**config.mk**
```make
export PLATFORM = sky130hd
export DESIGN_NAME = cdctl_qspi_host
export DESIGN_NICKNAME = d
export VERILOG_FILES = /design/src/rtl/cdctl_qspi_host.sv
export SDC_FILE = /design/constraint.sdc
export NUM_CORES = 1
export LEC_CHECK = 0
export ABC_AREA = 1
export ABC_CLOCK_PERIOD_IN_PS = 1600
export BUFFER_PORTS_ARGS = -buffer_cell sky130_fd_sc_hd__buf_4
export CAP_MARGIN = 30
export CORE_MARGIN = 1.5
export CORE_UTILIZATION = 50
export CTS_CLUSTER_SIZE = 30
export DETAILED_ROUTE_END_ITERATION = 10
export GPL_ROUTABILITY_DRIVEN = 0
export PLACE_DENSITY = 0.83
export SYNTH_ARGS = -nofsm -noshare
export SYNTH_HDL_FRONTEND = slang
export SYNTH_SLANG_ARGS = --single-unit
```
**constraint.sdc**
```tcl
create_clock -name clk -period 1.6 [get_ports clk]
set_input_delay 0.16 -clock clk [delete_from_list [all_inputs] [get_ports clk]]
set_output_delay 0.16 -clock clk [all_outputs]
set_load 0.005 [all_outputs]
```
**src/rtl/cdctl_qspi_host.sv**
```systemverilog
`default_nettype none
// cdctl_qspi_host: sequences one cdctl QSPI register transaction (addr, optional dummy, 1..256 data bytes) per command.
// Define CDCTL_QSPI_HOST_INT_SYNC_EN to route int_n through a 2-flop synchronizer before irq.
module cdctl_qspi_host #(
  parameter int CLK_DIV = 2
) (
  input  logic       clk,
  input  logic       reset,
  input  logic       cmd_valid,
  output logic       cmd_ready,
  input  logic       cmd_wr,
  input  logic [6:0] cmd_addr,
  input  logic [7:0] cmd_len,
  output logic       wr_req,
  input  logic [7:0] wr_data,
  output logic       rd_valid,
  output logic [7:0] rd_data,
  output logic       done,
  output logic       busy,
  output logic       nss,
  output logic       sck,
  output logic [3:0] sdio_o,
  output logic       sdio_oe,
  input  logic [3:0] sdio_i,
  input  logic       int_n,
  output logic       irq
);

  typedef enum logic [2:0] {
    IDLE, CS_SETUP, ADDR, DUMMY, DATA, CS_HOLD, GAP
  } state_t;

  localparam logic [8:0] DIV_LAST = 9'(CLK_DIV - 1);
  localparam logic [8:0] DIV_PRE  = 9'((CLK_DIV > 1) ? CLK_DIV - 2 : 0);
  // The IDLE accept cycle also has nss high, so GAP is one cycle short of 2*CLK_DIV.
  localparam logic [8:0] GAP_LAST = 9'(2 * CLK_DIV - 2);

  state_t     state;
  logic [8:0] cnt;
  logic [1:0] half;
  logic [7:0] byte_cnt;
  logic [7:0] len;
  logic [7:0] shift;
  logic       is_wr;
  logic [3:0] rx_hi;

  logic half_end, byte_end, pre_byte_end, last_byte;

  assign half_end     = (cnt == DIV_LAST);
  assign byte_end     = half_end && (half == 2'd3);
  assign pre_byte_end = (CLK_DIV == 1) ? (half == 2'd2) : ((half == 2'd3) && (cnt == DIV_PRE));
  assign last_byte    = (byte_cnt == len);

  always_ff @(posedge clk or posedge reset) begin
    if (reset) begin
      state     <= IDLE;
      cnt       <= '0;
      half      <= '0;
      byte_cnt  <= '0;
      len       <= '0;
      shift     <= '0;
      is_wr     <= 1'b0;
      rx_hi     <= '0;
      cmd_ready <= 1'b0;
      busy      <= 1'b0;
      nss       <= 1'b1;
      sck       <= 1'b0;
      sdio_o    <= '0;
      sdio_oe   <= 1'b0;
      wr_req    <= 1'b0;
      rd_valid  <= 1'b0;
      rd_data   <= '0;
      done      <= 1'b0;
    end else begin
      wr_req   <= 1'b0;
      rd_valid <= 1'b0;
      done     <= 1'b0;
      case (state)
        IDLE: begin
          cmd_ready <= 1'b1;
          if (cmd_valid && cmd_ready) begin
            state     <= CS_SETUP;
            is_wr     <= cmd_wr;
            len       <= cmd_len;
            shift     <= {cmd_wr, cmd_addr};
            cmd_ready <= 1'b0;
            busy      <= 1'b1;
            nss       <= 1'b0;
            cnt       <= '0;
          end
        end
        CS_SETUP: begin
          if (half_end) begin
            state   <= ADDR;
            cnt     <= '0;
            half    <= '0;
            sdio_o  <= shift[7:4];
            sdio_oe <= 1'b1;
          end else begin
            cnt <= cnt + 9'd1;
          end
        end
        ADDR, DUMMY, DATA: begin
          // Four half-periods per byte: low/high for the high nibble, then low/high for the low nibble.
          if (half_end) begin
            cnt  <= '0;
            half <= half + 2'd1;
            sck  <= ~half[0];
          end else begin
            cnt <= cnt + 9'd1;
          end
          if (pre_byte_end && is_wr && ((state == ADDR) || ((state == DATA) && !last_byte)))
            wr_req <= 1'b1;
          if (half_end && (half == 2'd1) && ((state == ADDR) || ((state == DATA) && is_wr)))
            sdio_o <= shift[3:0];
          if ((state == DATA) && !is_wr && half_end) begin
            if (half == 2'd0)
              rx_hi <= sdio_i;
            if (half == 2'd2) begin
              rd_valid <= 1'b1;
              rd_data  <= {rx_hi, sdio_i};
            end
          end
          if (byte_end) begin
            case (state)
              ADDR: begin
                byte_cnt <= '0;
                if (is_wr) begin
                  state  <= DATA;
                  shift  <= wr_data;
                  sdio_o <= wr_data[7:4];
                end else begin
                  state   <= DUMMY;
                  sdio_oe <= 1'b0;
                end
              end
              DUMMY: state <= DATA;
              default: begin
                if (last_byte) begin
                  state <= CS_HOLD;
                end else begin
                  byte_cnt <= byte_cnt + 8'd1;
                  if (is_wr) begin
                    shift  <= wr_data;
                    sdio_o <= wr_data[7:4];
                  end
                end
              end
            endcase
          end
        end
        CS_HOLD: begin
          if (half_end) begin
            state   <= GAP;
            cnt     <= '0;
            nss     <= 1'b1;
            done    <= 1'b1;
            sdio_oe <= 1'b0;
          end else begin
            cnt <= cnt + 9'd1;
          end
        end
        GAP: begin
          if (cnt == GAP_LAST) begin
            state     <= IDLE;
            cnt       <= '0;
            cmd_ready <= 1'b1;
            busy      <= 1'b0;
          end else begin
            cnt <= cnt + 9'd1;
          end
        end
        default: state <= IDLE;
      endcase
    end
  end

`ifdef CDCTL_QSPI_HOST_INT_SYNC_EN
  logic irq_meta;

  always_ff @(posedge clk or posedge reset) begin
    if (reset) begin
      irq_meta <= 1'b0;
      irq      <= 1'b0;
    end else begin
      irq_meta <= ~int_n;
      irq      <= irq_meta;
    end
  end
`else
  assign irq = ~int_n;
`endif

endmodule
`default_nettype wire

```
* Word-level counts from Yosys, hierarchy flattened *
Index checks and enable logic that the tools add are counted.

cells by class
  add/subtract/negate cells = 3
  equal/unequal tests = 24
  mux-type cells = 52
  bitwise operators = 3
  reductions and logical operators = 40

operator list
  operator                                                          number
  8-bit case mux with 2 select lines                                3
  8-bit two-way mux                                                 5
  9-bit two-way mux                                                 3
  9-bit case mux with 3 select lines                                1
  3-bit two-way mux                                                 7
  4-bit two-way mux                                                 5
  2-bit inequality test (second input constant)                     9
  1-bit two-way mux                                                 17
  4-bit case mux with 2 select lines                                2
  3-bit case mux with 5 select lines                                1
  3-bit AND reduction                                               5
  6-bit AND reduction                                               2
  1-bit logical AND                                                 11
  2-bit AND reduction                                               5
  9-bit by 1-bit adder with 9-bit output (second input constant)    1
  3-bit == test (second input constant)                             3
  9-bit by 1-bit == test with 1-bit output (second input constant)  1
  9-bit by 2-bit == test with 1-bit output (second input constant)  1
  9-bit logical NOT                                                 1
  8-bit by 1-bit adder with 8-bit output (second input constant)    1
  8-bit == test                                                     1
  2-bit nonzero test                                                4
  3-bit by 2-bit == test with 1-bit output (second input constant)  2
  1-bit case mux with 2 select lines                                3
  21 further kinds                                                  28

storage, ports and cells
  bits in registers = 63
  input port bits = 32
  output and inout bits = 21
  logic and storage cells = 140

* Logic depth before layout (Yosys ltp) *
  depth after elaboration = 10
  mapped depth = 12
  mapped depth without buffers = 11

* Worst setup path after synthesis *
Ideal clock, no wire load.

  path kind = reg-to-reg
  start point = register cnt[1]
  end point = register shift[0]
  arrival = 1,620 ps
  data required time = 1,478 ps
  path slack = -141 ps
  cell stages (with the launch flop) = 13
  path buffers = 1
  clock period less this slack = 1,741 ps
  path through = dfrtp_1 > inv_1 > ha_1 > nand3_4 > nor2_8 > nand2_2 > nand2_1 > inv_1 > nor2_4 > o211ai_4 > buf_6 > nand2_1 > o21ai_2

on the way
  word-level cells in the longest chain between the ends = 4

RTL lines
  what                                      line  text
  from (decl)                               39    logic [8:0] cnt;
  from (signal assigned)                    100   cnt <= cnt + 9'd1;
  from (signal assigned)                    110   cnt <= cnt + 9'd1;
  from (signal assigned)                    160   cnt <= cnt + 9'd1;
  9-bit by 1-bit == test with 1-bit output  49    assign half_end = (cnt == DIV_LAST);
  1-bit logical AND                         50    assign byte_end = half_end && (half == 2'd3);
  2-bit inequality test (no line)           n/a
  5-bit AND reduction (no line)             n/a
  to (signal assigned)                      85    shift <= {cmd_wr, cmd_addr};
  to (signal assigned)                      130   shift <= wr_data;
  to (signal assigned)                      144   shift <= wr_data;
  to (decl)                                 43    logic [7:0] shift;

Every way passes these cells.
A chain may end at the register's enable or synchronous reset.

* Final worst setup path *
Ends and elaborated chain as after synthesis.

==> summary.txt <==
Final Cycle Share - 1.10
Mux cell area share after synthesis - 0.0113
Starting Density - 0.518
Violated checks - negative setup slack
Hold Violations, Final - 0
Post-synthesis adder-cell area fraction - 0.0318
Xor and xnor fraction of the mapped netlist area - 0.0247
Vias in the first global route - 3440
Arr. time, crit path - 2.01 ns
N_diodes - 0
Clk slew on worst S/H paths - 0.08 ns
Layout cell share with drive strength beyond 1 - 0.447
Maximum vdd drop - 0.00125 V
CTS Buf Count - 9
DR vias/cell - 5.30
Critical path capture point type - flop
Static leakage - 2.58 nW
Grt met1 use - 0.284
Critical setup path kind - flop to flop
Compound-gate portion of the synthesized area - 0.133
Dpl ws - -0.138 ns
Core area - 6830 um^2
Die Area - 7600 um^2
DRC - 0
Final setup viols - 38
Die Y - 87.2 um
Unrepaired setup endpoints after global routing - true
Number of flops mapped to enable cells by yosys - 0
Clk_lat worst skew - 0.36 ns
Router iterations before antenna repair - 5
First-pass GRT wire length - 15100 um
DP Wirelength - 6270 um
Initial drt markers - 221
Crit path top cell by count - inv_2
Element type at the critical path start - flop
Clock Sinks - 63
GRT Total Usage - 0.259
H-tree lvl count - 3
CP max FO - 6
Hold WS - 0.00942 ns
Slowest-stage cell, CP - dfrtp_1
Routed vias - 3575
Final Cell Area - 5300 um^2
Dpl cell area - 4500 um^2
Clock Skews - 0.00727 ns
Hold Crit Class - input port to flop
Synthesized net count - 480
Worst-Margin Slew - 0.391 ns
Top_reg_cell synth - dfrtp_1
TritonCTS clock tree - yes
Ys async rst share - 1.00
WP data required - 1.85 ns
Syn avg cell area - 8.07 um^2
Fillers - 435
Pin count of the biggest net entering global routing - 64
Power Dens Cells - 1920 nW/um^2
I/O Buffers - 52
Crit-path leading delay family - simple AND/OR/NAND/NOR gates
Post-route setup slack - -0.156 ns
Root Buffer - clkbuf_8
Final core occ - 0.776
Nets - 615
Synthesized instance count - 439
Normalized max-slew margin - 0.738
Max Cap Viol - 0
Global routing usage on met2 - 0.462
Simple-gate share of the synthesized area - 0.275
Met3 Track Usage GR - 0.0720
Status - finished, violations left
I/O pins - 53
Wire per inst - 15.7 um
Synth warnings - 0
Area growth from synthesis to layout - 49.6%
Register area share after synthesis - 0.445
Antenna viol nets, final - 0
Library cells used by synthesis - 37
Die width - 87.2 um
CP max stage delay - 0.39 ns
Final Max Slew Viols - 0
FP Rows - 30
Largest family of logic cells by synthesized area - simple AND/OR/NAND/NOR gates
Tmin final - 1.76 ns
Worst path cell trace - inv_2 > ha_4 > nand3_4 > nor2_8 > nand2_4 > nand2_2 > inv_2 > nor2_4 > o211ai_4 > buf_12 > nand2_1 > o21ai_2
CTS Buffer Depth - 2
Routed WL - 10600 um
Grt ovf - 0
GR peak layer - met2
Initial antenna violation count - 0
Area of the mapped netlist - 3540 um^2
Synthesized flop and latch total - 63
Worst path bufs/invs - 3
Fmax - 0.569 GHz
-- metrics by stage --
stage / TNS, ns / std cells / total power [mW]
final: -3.52 / 675 / 10.2
after CTS: -0.389 / 662 / 8.87
after detailed placement: -3.12 / 640 / 6.82
after global routing: -6.45 / 675 / 10.7
after floorplan: -0.288 / 439 / 5.08
after global placement: -1.21 / 640 / 6.61
-- synthesized netlist by cell type (5+ instances only) --
master	instances	area, um^2
nor3_1	9	45.0
a21oi_1	16	80.1
nand2_2	6	37.5
xor2_1	5	43.8
nand3_1	14	70.1
o21ai_2	12	105
xnor2_1	5	43.8
dfrtp_1	62	1550
nor2_1	37	139
nand2_1	124	465
inv_1	51	191
ha_1	9	113
o21ai_1	6	30.0
o31ai_1	6	45.0
nand4_1	8	50.1
o21ai_0	27	135
-- final cells by class --
type / instances / area (um^2) / area share
repair buffers: 134 / 1130 / 0.214
well taps: 96 / 120 / 0.0227
flip-flops and latches: 63 / 1580 / 0.298
inverters: 54 / 213 / 0.0401
clock inverters: 7 / 104 / 0.0196
multi-input cells: 312 / 2030 / 0.382
clock buffers: 9 / 124 / 0.0234
-- tightest hold or removal path: cells and delay by family --
| kind | cells | cell delay [ns] |
|---|---|---|
| AO/OA/AOI/OAI | 1 | 0.06 |
| buffers and inverters | 1 | 0.07 |
| AND/OR/NAND/NOR | 1 | 0.04 |
-- report_power, final --
group	internal, mW	total (mW)	switching (mW)
clock	0.898	1.60	0.701
sequential	2.16	2.61	0.446
combinational	2.72	5.95	3.23
total	5.78	10.2	4.37
-- worst paths after layout --
check / from / endpoint / slack, ns / cells after the start
max: cnt[1]$_DFFE_PP0P_ / shift[0]$_DFFE_PP0P_ / -0.16 / 12
min: cmd_len[4] / len[4]$_DFFE_PP0P_ / 0.009 / 3
max reg2reg: cnt[1]$_DFFE_PP0P_ / shift[0]$_DFFE_PP0P_ / -0.16 / 12
min reg2reg: rx_hi[2]$_DFFE_PP0P_ / rd_data[6]$_DFFE_PP0P_ / 0.49 / 2
max in group asynchronous: reset / state[1]$_DFFE_PP0P_ / 0.81 / 4
min in group asynchronous: reset / rd_data[7]$_DFFE_PP0P_ / 0.44 / 4
-- what timing repair did --
action / in CTS / in global routing
pin swaps: 8 / 15
hold buffers: 1 / 0
setup buffers: 4 / 13
setup endpoints to repair: 40 / 47
gates cloned: 1 / 1
hold endpoints to repair: 62 / 0
resized for setup: 36 / 81
-- registers in the layout, summed over array words and instances (netlist names), 2 cells and up --
register / count
rd_data: 8
byte_cnt: 8
rx_hi: 4
state: 3
shift: 8
sdio_o: 4
len: 8
cnt: 9
half: 2
-- per-layer routing --
layer	vias up	share of wire
li1	1682	-
met1	1712	0.38
met2	146	0.54
met3	35	0.051
met4	0	0.036
met5	-	0
-- placed cells by master, fill, tap and decap left out, drive strengths merged, types with 10 or more instances in the layout --
cell type and count:
buf 132, nand2 130, dfrtp 62, inv 55, o21ai 47, nor2 45
nand3 20, a21oi 16, clkbuf 10
-- kinds of logic after synthesis --
kind of cell,Yosys count
buffers and inverters,65
muxes,4
xor gates and xnor gates,10
and+or+nand+nor,215
AOI/OAI and AO/OA,73
adders and majority gates,9
DFF,63
(Power assumes the default switching activity.)
